==> src/rtl/pixel_stream_arbiter.sv <==
// Round-robin, burst-locked arbiter merging four RGB pixel streams onto one
// registered output port. A grant is held from the first beat of a burst
// until its last beat, so bursts from different sources never interleave.
module pixel_stream_arbiter #(
  parameter int unsigned CH_WIDTH = 8
) (
  input  logic                clk,
  input  logic                rst,
  input  logic [CH_WIDTH-1:0] in1_r,
  input  logic [CH_WIDTH-1:0] in1_g,
  input  logic [CH_WIDTH-1:0] in1_b,
  input  logic                in1_last,
  input  logic                in1_valid,
  output logic                in1_ready,
  input  logic [CH_WIDTH-1:0] in2_r,
  input  logic [CH_WIDTH-1:0] in2_g,
  input  logic [CH_WIDTH-1:0] in2_b,
  input  logic                in2_last,
  input  logic                in2_valid,
  output logic                in2_ready,
  input  logic [CH_WIDTH-1:0] in3_r,
  input  logic [CH_WIDTH-1:0] in3_g,
  input  logic [CH_WIDTH-1:0] in3_b,
  input  logic                in3_last,
  input  logic                in3_valid,
  output logic                in3_ready,
  input  logic [CH_WIDTH-1:0] in4_r,
  input  logic [CH_WIDTH-1:0] in4_g,
  input  logic [CH_WIDTH-1:0] in4_b,
  input  logic                in4_last,
  input  logic                in4_valid,
  output logic                in4_ready,
  output logic [CH_WIDTH-1:0] out_port_r,
  output logic [CH_WIDTH-1:0] out_port_g,
  output logic [CH_WIDTH-1:0] out_port_b,
  output logic                out_port_last,
  output logic                out_port_valid,
  input  logic                out_port_ready,
  output logic [3:0]          grant
);

  localparam int unsigned PORTS   = 4;
  localparam int unsigned IDX_W   = 2;

  typedef enum logic {IDLE, GRANTED} state_t;

  state_t               state, state_n;
  logic [PORTS-1:0]     grant_n;
  logic [IDX_W-1:0]     rr_ptr, rr_ptr_n;
  logic [IDX_W-1:0]     winner;
  logic                 accept;
  logic [CH_WIDTH-1:0]  out_r_n, out_g_n, out_b_n;
  logic                 out_last_n, out_valid_n;

  logic [CH_WIDTH-1:0]  r_vec [PORTS];
  logic [CH_WIDTH-1:0]  g_vec [PORTS];
  logic [CH_WIDTH-1:0]  b_vec [PORTS];
  logic [PORTS-1:0]     valid_vec, last_vec, ready_vec;

  // Gather requester ports into indexable vectors.
  assign r_vec[0] = in1_r;  assign g_vec[0] = in1_g;  assign b_vec[0] = in1_b;
  assign r_vec[1] = in2_r;  assign g_vec[1] = in2_g;  assign b_vec[1] = in2_b;
  assign r_vec[2] = in3_r;  assign g_vec[2] = in3_g;  assign b_vec[2] = in3_b;
  assign r_vec[3] = in4_r;  assign g_vec[3] = in4_g;  assign b_vec[3] = in4_b;
  assign valid_vec = {in4_valid, in3_valid, in2_valid, in1_valid};
  assign last_vec  = {in4_last, in3_last, in2_last, in1_last};

  // Owner may push whenever the output register is empty or draining; grant is
  // zero while idle, so nobody is ready then.
  assign ready_vec = grant & {PORTS{~out_port_valid | out_port_ready}};
  assign in1_ready = ready_vec[0];
  assign in2_ready = ready_vec[1];
  assign in3_ready = ready_vec[2];
  assign in4_ready = ready_vec[3];

  // While granted, rr_ptr holds the owner index, so it doubles as the data select.
  assign accept = |(valid_vec & ready_vec);

  // Round-robin search starting one past the last winner, wrapping 4 -> 1.
  always_comb begin
    logic [IDX_W-1:0] idx;
    logic             found;
    winner = rr_ptr;
    found  = 1'b0;
    idx    = rr_ptr;
    for (int i = 1; i <= int'(PORTS); i++) begin
      idx = rr_ptr + IDX_W'(i);
      if (!found && valid_vec[idx]) begin
        winner = idx;
        found  = 1'b1;
      end
    end
  end

  // Next-state, grant, pointer and output-register update.
  always_comb begin
    state_n     = state;
    grant_n     = grant;
    rr_ptr_n    = rr_ptr;
    out_r_n     = out_port_r;
    out_g_n     = out_port_g;
    out_b_n     = out_port_b;
    out_last_n  = out_port_last;
    out_valid_n = out_port_valid;

    case (state)
      IDLE: begin
        if (|valid_vec) begin
          state_n  = GRANTED;
          grant_n  = PORTS'(1) << winner;
          rr_ptr_n = winner;
        end
      end
      GRANTED: begin
        if (accept && last_vec[rr_ptr]) begin
          state_n = IDLE;
          grant_n = '0;
        end
      end
      default: begin
        state_n = IDLE;
        grant_n = '0;
      end
    endcase

    if (accept) begin
      out_r_n     = r_vec[rr_ptr];
      out_g_n     = g_vec[rr_ptr];
      out_b_n     = b_vec[rr_ptr];
      out_last_n  = last_vec[rr_ptr];
      out_valid_n = 1'b1;
    end else if (out_port_ready) begin
      out_valid_n = 1'b0;
    end
  end

  // State and output registers with synchronous reset.
  always_ff @(posedge clk) begin
    if (rst) begin
      state          <= IDLE;
      grant          <= '0;
      rr_ptr         <= IDX_W'(PORTS - 1);
      out_port_r     <= '0;
      out_port_g     <= '0;
      out_port_b     <= '0;
      out_port_last  <= 1'b0;
      out_port_valid <= 1'b0;
    end else begin
      state          <= state_n;
      grant          <= grant_n;
      rr_ptr         <= rr_ptr_n;
      out_port_r     <= out_r_n;
      out_port_g     <= out_g_n;
      out_port_b     <= out_b_n;
      out_port_last  <= out_last_n;
      out_port_valid <= out_valid_n;
    end
  end

endmodule

==> config.mk <==
export PLATFORM = sky130hd
export DESIGN_NAME = pixel_stream_arbiter
export DESIGN_NICKNAME = d
export VERILOG_FILES = /design/src/rtl/pixel_stream_arbiter.sv
export SDC_FILE = /design/constraint.sdc
export NUM_CORES = 1
export LEC_CHECK = 0
export ABC_AREA = 1
export CORE_ASPECT_RATIO = 0.75
export CORE_UTILIZATION = 32
export CTS_BUF_LIST = sky130_fd_sc_hd__clkbuf_4 sky130_fd_sc_hd__clkbuf_8 sky130_fd_sc_hd__clkbuf_16
export CTS_CLUSTER_DIAMETER = 80
export DETAILED_ROUTE_END_ITERATION = 8
export GPL_TIMING_DRIVEN = 0
export PLACE_DENSITY = 0.78
export SLEW_MARGIN = 15
export SYNTH_ARGS = -nofsm -noshare
export SYNTH_HDL_FRONTEND = slang
export SYNTH_SLANG_ARGS = --single-unit
==> constraint.sdc <==
create_clock -name clk -period 1.41 [get_ports clk]
set_input_delay 0.141 -clock clk [delete_from_list [all_inputs] [get_ports clk]]
set_output_delay 0.141 -clock clk [all_outputs]
set_load 0.01 [all_outputs]
; Yosys cells after proc, flatten, opt, wreduce, memory -nomap -nowiden
; Index checks and enable logic that the tools add are counted.
[totals]
reg_bits = 33
input_bits = 107
out_inout_bits = 34
word_cells = 71
[classes]
n_addsub = 3
magnitude_cmp = 5
eq_ne = 2
shift = 1
n_mux = 34
n_bitwise = 6
reduce_logical = 12
[op_table]
columns = op, count
row1 = binary-select mux 8 bit (select 2 bit), 3
row2 = two-way mux 8 bit, 6
row3 = "< comparator 2 x 3 -> 1 bit, second input constant", 4
row4 = two-way mux 1 bit, 12
row5 = binary-select mux 1 bit (select 2 bit), 5
row6 = bitwise AND 4 bit, 2
row7 = two-way mux 2 bit, 4
row8 = two-way mux 4 bit, 2
row9 = case mux 4 bit (2 select lines), 1
row10 = OR reduction 4 bit, 2
row11 = "adder 2 bit, second input constant", 2
row12 = logical AND 1 bit, 4
row13 = AND reduction 2 bit, 2
row14 = "<< shifter 1 x 2 -> 4 bit, first input constant", 1
row15 = ">= comparator 3 bit, second input constant", 1
row16 = logical NOT 1 bit, 3
row17 = inverter 2 -> 3 bit, 1
row18 = "adder 2 x 1 -> 2 bit, second input constant", 1
row19 = "inequality test 2 x 1 -> 1 bit, second input constant", 1
row20 = "inequality test 2 bit, second input constant", 1
row21 = inverter 1 bit, 2
row22 = case mux 1 bit (2 select lines), 1
row23 = nonzero test 2 bit, 1
row24 = OR 1 bit, 1

; Depth between registers and ports, before layout
; Gate-level depths: netlist of run 1.
[logic_depth]
word_depth = 16
mapped_depth = 13
ltp_nobuf = 12

; Worst setup path after synthesis of run 1
; Ideal clock, no wire load.
[synth_timing]
kind = register to register
startpoint = register rr_ptr[0]
endpoint = register grant[0]
setup_time_ns = 0.111
t_arrival_ns = 1.282
t_required_ns = 1.299
slack_ns = 0.016
stages_incl_launch_ff = 11
n_path_buf = 1
period_less_slack_ns = 1.394
path_cell_list = dfxtp_1 > inv_1 > buf_6 > nor2_1 > a22oi_1 > nand3_1 > nand3_2 > nand2_1 > nor2_1 > nor2_1 > nor2_1
[synth_via]
elab_chain_cells = 16
elab_cells_between_ends = 32
cone_classes = 3 x add/sub / 1 x eq/ne / 1 x shift / 19 x mux / 8 x reduce/logical
[synth_lines]
columns = item, line
row1 = start: declaration, 49  ; logic [IDX_W-1:0] rr_ptr, rr_ptr_n;
row2 = start signal: assignment, 142  ; rr_ptr <= IDX_W'(PORTS - 1);
row3 = start signal: assignment, 151  ; rr_ptr <= rr_ptr_n;
row4 = adder 2 x 1 -> 2 bit, 87  ; idx = rr_ptr + IDX_W'(i);
row5 = binary-select mux 1 bit (select 2 bit), 88  ; if (!found && valid_vec[idx]) begin
row6 = two-way mux 1 bit (not written as such), 88
row7 = two-way mux 1 bit, 88
row8 = logical NOT 1 bit, 88
row9 = logical AND 1 bit, 88
row10 = two-way mux 1 bit, 88
row11 = logical NOT 1 bit, 88
row12 = logical AND 1 bit, 88
row13 = two-way mux 1 bit, 88
row14 = logical NOT 1 bit, 88
row15 = logical AND 1 bit, 88
row16 = two-way mux 2 bit, 88
row17 = << shifter 1 x 2 -> 4 bit, 110  ; grant_n = PORTS'(1) << winner;
row18 = two-way mux 4 bit, 108  ; if (|valid_vec) begin
row19 = case mux 4 bit (2 select lines), 106  ; case (state)
row20 = end signal: assignment, 150  ; grant <= grant_n;
row21 = end: declaration, 39  ; output logic [3:0] grant
; Parallel ways exist; a longest one is shown, timed or not. The select of a mux whose other input is x is not followed.
; A chain may end at the register's enable or synchronous reset.

; Worst setup path in the final report of run 1
; Same ends and word-level chain as after synthesis.

==> results of run 1 <==
## metrics by stage
step | cells | total power, mW | area (um2) | setup TNS, ns
2_1_floorplan | 283 | 2.82 | 1970 | 0
3_3_place_gp | 501 | 4.11 | 3470 | -14.87
3_5_place_dp | 501 | 4.18 | 3470 | -15.89
4_1_cts | 524 | 5.34 | 3830 | -0.507
5_1_grt | 535 | 6.08 | 4070 | -2.28
6_report | 535 | 5.74 | 4070 | -1.10
## metal layers
layer	routed length, um	GRT usage	vias to the layer above	share of wire
li1	-	-	1351	-
met1	3580	0.317	1325	0.41
met2	4200	0.435	131	0.48
met3	831	0.0708	23	0.095
met4	182	0.0701	0	0.021
met5	0	0	-	0
## registers in the layout, summed over array words and instances, names as in the netlist
signal          count
rr_ptr              2
out_port_g          8
grant               4
state               1
out_port_r          8
out_port_valid      1
out_port_b          8
out_port_last       1
## synthesized netlist by cell type, drive strengths merged
| cell | instances | area, um2 |
|---|---|---|
| a21oi | 4 | 20.0 |
| buf | 6 | 36.3 |
| clkbuf | 11 | 51.3 |
| o21ai | 19 | 95.1 |
| o211ai | 3 | 22.5 |
| nand2 | 95 | 387 |
| a22oi | 25 | 188 |
| nand3 | 20 | 105 |
| dfxtp | 33 | 661 |
| nand3b | 1 | 7.51 |
| nand4 | 7 | 43.8 |
| nor2 | 16 | 67.6 |
| o211a | 5 | 50.1 |
| a41oi | 19 | 166 |
| inv | 19 | 71.3 |
## worst register-to-register path: cells and delay by family (launching register included)
kind	cells	cell delay, ns
AND/OR/NAND/NOR	10	0.84
flip-flops	1	0.35
buffers and inverters	3	0.33
## report_power, final
group          total [mW]  switching [mW]  internal, mW
clock               0.747           0.340         0.407
sequential           1.45           0.189          1.26
combinational        3.55            1.78          1.77
## path summary, 6_finish.rpt
path                        from             end  slack (ns)  cells after the start
hold / removal    out_port_ready  out_port_valid        0.22                      4
hold reg to reg    out_port_last   out_port_last        0.48                      2
setup reg to reg       rr_ptr[0]        grant[0]       -0.22                     13
setup / recovery       rr_ptr[0]        grant[0]       -0.22                     13
## what timing repair did
item	CTS	global route
resized for setup	63	54
endpoints found under the setup margin	38	34
gates cloned	0	1
setup buffers	16	10
pin swaps	18	18
## cell type report
| type | count | area share |
|---|---|---|
| Timing Repair Buffer | 167 | 0.400 |
| Multi-Input combinational cell | 214 | 0.337 |
| Sequential cell | 33 | 0.164 |
| Buffer | 17 | 0.0342 |
| Tap cell | 78 | 0.0240 |
| Clock buffer | 7 | 0.0222 |
| Inverter | 19 | 0.0175 |
## kinds of logic after synthesis
family                 count (synthesis)  synth area share
and+or+nand+nor                      139             0.310
AOI/OAI and AO/OA                     75             0.275
buffers and inverters                 36            0.0806
DFF                                   33             0.335
==> flow_summary.toml, run 1 <==
[drt]
post_drt_wl_per_cell_um = 16.4
first_iter_violations = 120
routed_wl_um = 8790
vias_per_cell = 5.29
dr_total_vias = 2830
ant_nets = 0
drtPass1Iterations = 4
remaining_drc_errors = 0

[final_layout]
seqCellArea_um2 = 668
layout_commonest_cell = "clkdlybuf4s50_1"
multi_input_area_um2 = 1370
fin_util = 0.691
final_cell_mix = "131 x clkdlybuf4s50_1, 70 x nand2_1, 29 x dfxtp_1"
diodes = 0
nets = 564
syn_to_final_growth_pct = 106
filler_cell_count = 486
layout-drive-gt1-share = 0.241

[setup_path]
end_kind = "flip-flop"
crit_family = "simple AND/OR/NAND/NOR gates"
crit_path_max_fanout = 8
cp.required_ns = 1.57
critPathArrivalTime_ns = 1.79
slowest_delay_ns = 0.35
crit_slowest_cell = "dfxtp_2"
startpoint_type = "flip-flop"
path_class = "reg2reg"
crit_chain = "inv_2, buf_8, nand2_4, nand2_4, nand2_4, nand2_4, nor2_4, buf_6, nand3_4, nand2_4, nor2_4, nor2_2, nor2_1"
critPathBufInv = 3
cpMostUsedCell = "nand2_4"

[sta]
setup_slack_ns = -0.223
max-slew-margin-rel = 0.796
post-route-period-util = 1.16
final.min_clock_period_ns = 1.63
fmax_ghz = 0.613
finClkSkew_ns = 0.00675
timing.hold.ws_ns = 0.221
hold_violations = 0
slew_violations = 0
setup_violations = 7
rsz0062_at_grt = "yes"
tightest_slew_ns = 0.306

[power_and_ir_drop]
p_leak_nw = 1.71
power_density_nw_per_um2 = 1410
ir_drop_mv = 0.602

[grt]
grt_usage = 0.256
grt_max_degree = 11
grt_overflow = 0
grt_first_pass_wirelength_um = 13200
grt_pass1_vias = 2748
antenna_found_initial = 0

[die]
rows = 24
die-width_um = 92.6
die-area_um2 = 6480
dieHeight_um = 70.0
ioPinCount = 141
core_um2 = 5890
start_util = 0.335

[synth]
syn-cell-area_um2 = 1970
yosysSeqAreaShare = 0.335
synth_seq_cells = 33
syn_avg_cell_area_um2 = 6.97
syn_inst = 283
ys_types = 22
yosys_warnings = 0
mappedNetlistNets = 390

[min_path]
hp-class = "in2reg"

[clock_tree]
clock_path_buffers = 2
clock-root-buffer = "clkbuf_8"
clk_latency_ns = 0.28
path_clk_slew_ns = 0.07
htree_levels = 2
numCtsBuffers = 5
clock-sinks = 33
ctsHoldBuffers = 0
cts_tree = "built"

[place]
place_ws_ns = -0.580
port_buffers = 140
globalplace.congestion = 0.841
dp_hpwl_um = 6100

[run]
maxCapViolations = 0

[run_status]
status = "finished with violations"
violations = "negative setup slack"
No activity file was read; power rests on OpenSTA's default activity.
==> run 2: changes to the inputs <==
Settings changed: SETUP_SLACK_MARGIN set to 0.05.
==> flow_summary.toml, run 2 (synthesis results as in run 1) <==
[sta]
rsz0062_at_grt = "yes"
post-route-period-util = 1.08
final.min_clock_period_ns = 1.53
setup_violations = 12
finClkSkew_ns = 0.00552
tightest_slew_ns = 0.312
slew_violations = 0
timing.hold.ws_ns = 0.218
max-slew-margin-rel = 0.792
fmax_ghz = 0.654
setup_slack_ns = -0.118
hold_violations = 0

[final_layout]
diodes = 0
layout_commonest_cell = "clkdlybuf4s50_1"
top_regs = "out_port_b (8), out_port_g (8), out_port_r (8)"
final_cell_mix = "125 x clkdlybuf4s50_1, 76 x nand2_1, 29 x dfxtp_1"
layout-drive-gt1-share = 0.290
syn_to_final_growth_pct = 117
nets = 562

[setup_path]
critPathBufInv = 1
slowest_delay_ns = 0.33
crit_slowest_cell = "dfxtp_2"
path_class = "reg2reg"
end_kind = "flip-flop"
reg2regPathDepth = 12
worstReg2RegStart = "rr_ptr[0]"
critPathArrivalTime_ns = 1.75
r2r_setup_slack_ns = -0.12
cpMostUsedCell = "nand2_4"
r2r_end = "grant[0]"
startpoint_type = "flip-flop"
crit_family = "simple AND/OR/NAND/NOR gates"
crit_chain = "clkbuf_8, nand2_4, nand2_4, nand2_4, nand2_4, nor2_4, nand2_2, nand2_2, nand3_2, nor2_4, nor2_1, nor2_1"
cp.required_ns = 1.64
crit_path_max_fanout = 10

[place]
globalplace.congestion = 0.899
dp_hpwl_um = 5960
port_buffers = 140

[drt]
first_iter_violations = 100
vias_per_cell = 5.32
routed_wl_um = 9050
dr_total_vias = 2838
remaining_drc_errors = 0
drtPass1Iterations = 4
ant_nets = 0
post_drt_wl_per_cell_um = 17.0

[clock_tree]
htree_levels = 2
path_clk_slew_ns = 0.07
clock-sinks = 33
numCtsBuffers = 5
clk_latency_ns = 0.28
clock-root-buffer = "clkbuf_8"
cts_tree = "built"
clock_path_buffers = 2

[die]
dieHeight_um = 70.0
ioPinCount = 141
die-area_um2 = 6480
die-width_um = 92.6
start_util = 0.335
core_um2 = 5890
rows = 24

[grt]
grt_max_degree = 11
grt_pass1_vias = 2579
grt_usage = 0.243
antenna_found_initial = 0
grt_first_pass_wirelength_um = 12400
grt_overflow = 0

[power_and_ir_drop]
p_leak_nw = 1.83
p_total_mw = 5.92
power_density_nw_per_um2 = 1380
ir_drop_mv = 0.751

[min_path]
hold-path-cell-count = 2
hp-class = "in2reg"
hold_end = "out_port_valid"
worstHoldStart = "rst"

[run_status]
violations = "negative setup slack"
status = "finished with violations"

[run]
maxCapViolations = 0
-- run 2: changes by cell type in the layout (fill, tap and decap cells not counted), moves of 5 or more --
cell / before / now
o21ai_1: 8 / 3
a41oi_2: 1 / 12
o21ai_2: 0 / 8
nand2_4: 14 / 8
a41oi_1: 18 / 7
nand3_1: 7 / 12
a22oi_2: 2 / 15
nand3_2: 12 / 7
clkdlybuf4s50_1: 131 / 125
buf_4: 25 / 16
a22oi_1: 23 / 10
dlymetal6s2s_1: 3 / 10
nand2_1: 70 / 76
-- run 2: how the worst max path moves through the flow --
stage,start,endpoint,slack [ns],cells past startpoint
5_1_grt,rr_ptr[0],grant[0],-0.24,12
4_1_cts,rr_ptr[0],grant[0],-0.08,13
3_3_place_gp,out_port_ready,out_port_g[5],-0.55,7
6_report,rr_ptr[0],grant[0],-0.12,12
2_1_floorplan,rr_ptr[0],grant[1],0.06,13
3_5_place_dp,out_port_ready,out_port_r[1],-0.60,8
-- run 2: timing repair --
item,4_1_cts,5_1_grt
hold buffers,0,0
pin swaps,5,31
endpoints found under the setup margin,39,39
cloned,0,2
setup buffers,6,17
resized for setup,50,111
-- run 2: stage by stage --
stage / setup WS (ns) / utilization / instance area (um2) / cells / setup TNS [ns]
3_5_place_dp: -0.599 / 0.591 / 3480 / 501 / -17.05
4_1_cts: -0.0833 / 0.632 / 3720 / 514 / -0.281
3_3_place_gp: -0.552 / 0.591 / 3480 / 501 / -15.71
2_1_floorplan: 0.0564 / - / 1980 / 283 / 0
5_1_grt: -0.245 / 0.727 / 4280 / 533 / -1.92
6_report: -0.118 / 0.727 / 4280 / 533 / -0.701
-- run 2: cell type report --
class | count | area, um2
Buffer | 17 | 185
Clock buffer | 7 | 90.1
Fill cell | 461 | 1610
Inverter | 19 | 77.6
Multi-Input combinational cell | 214 | 1490
Sequential cell | 33 | 668
Tap cell | 78 | 97.6
Timing Repair Buffer | 165 | 1670
-- run 2: power breakdown --
group,internal [mW],switching [mW],total (mW)
clock,0.407,0.349,0.756
sequential,1.26,0.223,1.48
combinational,1.85,1.83,3.68
-- run 2: metal layers --
layer | GRT usage | wire, um | vias up
li1 | - | - | 1344
met1 | 0.308 | 3660 | 1352
met2 | 0.422 | 4470 | 124
met3 | 0.0599 | 755 | 18
met4 | 0.0410 | 160 | 0
met5 | 0 | 0 | -
-- run 2: worst reg2reg max path: stages, from the launching register on --
cell and delay, ns:
dfxtp_2 0.33, clkbuf_8 0.17, nand2_4 0.09, nand2_4 0.07
nand2_4 0.09, nand2_4 0.07, nor2_4 0.14, nand2_2 0.09
nand2_2 0.10, nand3_2 0.10, nor2_4 0.10, nor2_1 0.04
nor2_1 0.07
==> run 3: changes to the inputs <==
Clock period 1.41 ns to 1.31 ns, I/O delays scaled along.
==> flow_summary.toml, run 3 (synthesis results as in run 1) <==
[place]
placed_area_um2 = 3520
place_ws_ns = -0.547
port_buffers = 140
dp_hpwl_um = 6280
dp_cells = 501
globalplace.congestion = 0.867

[drt]
ant_nets = 0
first_iter_violations = 109
vias_per_cell = 5.41
remaining_drc_errors = 0
routed_wl_um = 9360
post_drt_wl_per_cell_um = 17.5
drtPass1Iterations = 4
dr_total_vias = 2900

[power_and_ir_drop]
seqPwrFrac = 0.242
p_total_mw = 6.53
internal_power_mw = 3.81
power_density_nw_per_um2 = 1520
clock_power_share = 0.123
swShare = 0.416
ir_drop_mv = 0.788
p_switching_mw = 2.72
p_leak_nw = 1.88
p_comb_frac = 0.635

[final_layout]
top_regs = "out_port_b (8), out_port_g (8), out_port_r (8)"
fin_util = 0.730
layout-drive-gt1-share = 0.303
nets = 564
diodes = 0
final_cell_mix = "104 x clkdlybuf4s50_1, 71 x nand2_1, 30 x dlygate4sd2_1"
syn_to_final_growth_pct = 118
stdcell_area_um2 = 4300
final_cells = 536
layout_commonest_cell = "clkdlybuf4s50_1"

[sta]
finClkSkew_ns = 0.00709
post-route-period-util = 1.21
hold_violations = 0
fmax_ghz = 0.631
finalSetupTns_ns = -2.79
timing.hold.ws_ns = 0.179
tightest_slew_ns = 0.290
final.min_clock_period_ns = 1.58
max-slew-margin-rel = 0.807
setup_violations = 28
rsz0062_at_grt = "yes"
setup_slack_ns = -0.274
slew_violations = 0

[grt]
grt_usage = 0.267
antenna_found_initial = 0
grt_overflow = 0
grt_max_degree = 11
grt_first_pass_wirelength_um = 13500
grt_pass1_vias = 2722

[clock_tree]
htree_levels = 2
cts_tree = "built"
clock-root-buffer = "clkbuf_8"
clk_latency_ns = 0.29
clock_path_buffers = 2
path_clk_slew_ns = 0.08
clock-sinks = 33
numCtsBuffers = 5

[min_path]
hp-class = "in2reg"
worstHoldStart = "out_port_ready"

[setup_path]
crit_slowest_cell = "dfxtp_2"
worstReg2RegStart = "rr_ptr[0]"
worstSetupStartpoint = "rr_ptr[0]"
crit_path_max_fanout = 8
cpMostUsedCell = "nand2_4"
startpoint_type = "flip-flop"
slowest_delay_ns = 0.36
critPathArrivalTime_ns = 1.76
cp.required_ns = 1.49
path_class = "reg2reg"
end_kind = "flip-flop"
crit_chain = "inv_2, buf_8, nand2_4, nand2_4, nand2_4, nand2_4, nor2_4, nand3_1, nand3_2, nor2_4, nor2_1, nor2_1"

[die]
die-width_um = 92.6
start_util = 0.335
core_um2 = 5890
die-area_um2 = 6480
rows = 24
dieHeight_um = 70.0
ioPinCount = 141

[run_status]
status = "finished with violations"
violations = "negative setup slack"

[run]
maxCapViolations = 0
-- run 3: cell count changes in the layout (fill, tap and decap cells not counted), moves of 3 or more --
| cell | delta |
|---|---|
| o21ai_1 | +6 |
| clkbuf_2 | -3 |
| o21ai_0 | -5 |
| dlygate4sd2_1 | +27 |
| nand2_1 | -5 |
| a22oi_1 | -4 |
| buf_8 | +4 |
| a41oi_1 | +4 |
| a41oi_2 | -4 |
| dlymetal6s2s_1 | -8 |
| a22oi_2 | +4 |
| buf_2 | +4 |
| clkdlybuf4s50_1 | -21 |
| nand2_4 | +6 |
-- run 3: worst max-delay path, delay by kind of cell, from the launching register on --
family        cells  cell delay [ns]
buf+inv           2             0.19
flops             1             0.36
simple gates     10             0.92
-- run 3: what timing repair did --
action,in CTS,in global routing
endpoints found under the setup margin,67,36
buffers inserted,13,13
resized for setup,90,102
hold buffers,0,0
pin swaps,7,21
gates cloned,0,3
-- run 3: area by class of cell --
cell class / count / area [um2]
Clock inverter: 2 / 10.0
Sequential cell: 33 / 668
Buffer: 16 / 201
Tap cell: 78 / 97.6
Clock buffer: 6 / 76.3
Inverter: 19 / 76.3
Fill cell: 452 / 1590
Timing Repair Buffer: 168 / 1660
Multi-Input combinational cell: 214 / 1510
-- run 3: final timing paths --
path              slack, ns        endpoint  cells past startpoint
hold / removal         0.18  out_port_valid                      4
setup reg to reg      -0.27        grant[1]                     12
setup / recovery      -0.27        grant[1]                     12
hold reg to reg        0.50   out_port_last                      2
-- run 3: layer usage --
| metal | wire, um | share of wire | up-vias | global-route usage |
|---|---|---|---|---|
| li1 | - | - | 1354 | - |
| met4 | 259 | 0.028 | 0 | 0.0786 |
| met2 | 4700 | 0.50 | 143 | 0.476 |
| met5 | 0 | 0 | - | 0 |
| met3 | 680 | 0.073 | 26 | 0.0566 |
| met1 | 3710 | 0.40 | 1377 | 0.320 |
-- run 3: power by group through the flow --
stage | logic, mW | clock network, mW | registers, mW
6_report | 4.14 | 0.805 | 1.58
5_1_grt | 4.39 | 0.841 | 1.62
4_1_cts | 3.16 | 0.790 | 1.53
3_5_place_dp | 2.99 | 0 | 1.57
3_3_place_gp | 2.95 | 0 | 1.55
2_1_floorplan | 1.41 | 0 | 1.70
==> RTL change, RTL diff (settings of run 1) <==
The parameter `CH_WIDTH` goes from 8 to 10.
--- a/src/rtl/pixel_stream_arbiter.sv
+++ b/src/rtl/pixel_stream_arbiter.sv
@@ -2,7 +2,7 @@
 // registered output port. A grant is held from the first beat of a burst
 // until its last beat, so bursts from different sources never interleave.
 module pixel_stream_arbiter #(
-  parameter int unsigned CH_WIDTH = 8
+  parameter int unsigned CH_WIDTH = 10
 ) (
   input  logic                clk,
   input  logic                rst,
Ports: changed (15 resized); port bits go from 141 to 171. No check against the original RTL was run, so the function may have changed too.
==> RTL change against run 1 <==
- the run still ends with setup timing left
- worst setup slack improved by 0.11 ns
- power increased by 15%
- final area increased by 12%
- area after synthesis increased by 16%
- count of clock-buffer cells in the layout decreased by 2
- routed wire length increased by 8.0%
- sequential cell count increased by 6
- non-clock buffer count increased by 17
- largest power group unchanged
==> RTL change: results (changes against run 1) <==
* Critical Path End: grant[0] (unchanged)
* Routed WL at 9490 um (was 8790 um)
* Biggest regs: out_port_b (10), out_port_g (10), out_port_r (10) (was out_port_b (8), out_port_g (8), out_port_r (8))
* Final worst slack at -0.109 ns (was -0.223 ns)
* Hold slack at 0.438 ns (was 0.221 ns)
* Failing checks: setup timing (unchanged)
* Post-CTS setup buffer count at 4 (was 16)
* Fillers at 575 (was 486)
* Commonest cells in the netlist: nand2_1 (99), dfxtp_1 (39), a22oi_1 (31), a41oi_1 (25), o21ai_0 (25) (was nand2_1 (89), dfxtp_1 (33), a22oi_1 (25))
* Placer Congestion at 0.943 (was 0.841)
* Largest cells by area after synthesis: dfxtp_1 (34%), nand2_1 (16%), a22oi_1 (10%), a41oi_1 (9.6%), o21ai_0 (5.5%) (was dfxtp_1 (34%), nand2_1 (17%), a22oi_1 (9.5%), a41oi_1 (8.4%), nand3_1 (4.8%))
* CP peak stage delay at 0.33 ns (was 0.35 ns)
* Post-route insts no fill at 609 (was 535)
* Seq/Total Area, Yosys at 34.1% (was 33.5%)
* Clock skew at 0.00852 ns (was 0.00675 ns)
* Worst vdd ir at 0.000599 V (was 0.000602 V)
* Multiplexer area fraction after synthesis at 0% (unchanged)
* DP Worst Slack at -0.670 ns (was -0.580 ns)
* GR Util met1 at 28.9% (was 31.7%)
* Layout cell share with drive strength beyond 1 at 16.8% (was 24.1%)
* DRT met1 WL at 4070 um (was 3580 um)
* Switching Fraction at 38.4% (was 40.2%)
* Crit-path max FO at 7 (was 8)
* HPWL after DPL at 7100 um (was 6100 um)
* Status: finished with violations (unchanged)
* LEAKAGE at 1.82 nW (was 1.71 nW)
* Slew HR at 81.0% (was 79.6%)
* Hold EP: out_port_b[1] (was out_port_valid)
* Nets at 641 (was 564)
* Avg Inst Size Synth at 7.04 um^2 (was 6.97 um^2)
* DR pass1 iterations at 5 (was 4)
* YS warnings at 0 (unchanged)
* Gr usage total at 23.7% (was 25.6%)
* Worst r2r src: rr_ptr[0] (unchanged)
* Top cell type's share of synthesized area at 34.1% (was 33.5%)
* Met2 WL at 4640 um (was 4200 um)
* Complex-gate fraction of the synthesized area at 29.3% (was 27.5%)
* CTS-repair resized insts at 46 (was 63)
* Critical Path AT at 1.69 ns (was 1.79 ns)
* Final setup TNS at -0.569 ns (was -1.10 ns)
* Reg2Reg Depth at 14 (was 13)
* Pin count of the biggest net entering global routing at 14 (was 11)
* Met3 Usage GRT at 5.20% (was 7.08%)
* DR WL met3 at 648 um (was 831 um)
* Worst hold path cell count at 3 (was 4)
* DP Area at 4110 um^2 (was 3470 um^2)
* Setup Viol. Count Final at 13 (was 7)
* Vias in the first global route at 2878 (was 2748)
* Routed via count at 3126 (was 2830)
* Syn Nets at 456 (was 390)
* N_diodes at 0 (unchanged)
==> RTL change: changes by cell type in the layout (fill, tap and decap cells not counted), sizes merged, moves of 2 or more <==
cell	delta
clkdlybuf4s50	+34
buf	-18
nand2	+12
a22oi	+6
a41oi	+6
dfxtp	+6
o21ai	+6
bufinv	+2
clkbuf	+2
clkdlybuf4s15	-2
dlymetal6s2s	-2
==> RTL change: final cells by class <==
class                   count  area [um^2]  area share [%]
multi-input cells         244         1480            32.5
clock buffers               5         68.8            1.52
repair buffers            178         1770            38.9
flip-flops and latches     39          788            17.4
clock inverters             3         67.6            1.49
inverters                  19         71.3            1.57
plain buffers              23          178            3.91
well taps                  98          123            2.70
==> RTL change: power groups by stage <==
stage,logic (mW),clock network (mW),registers [mW]
floorplan,1.43,0,1.86
global placement,3.14,0,1.71
detailed placement,3.18,0,1.72
CTS,3.34,1.14,1.71
global route,3.99,1.20,1.80
finish,3.70,1.12,1.76
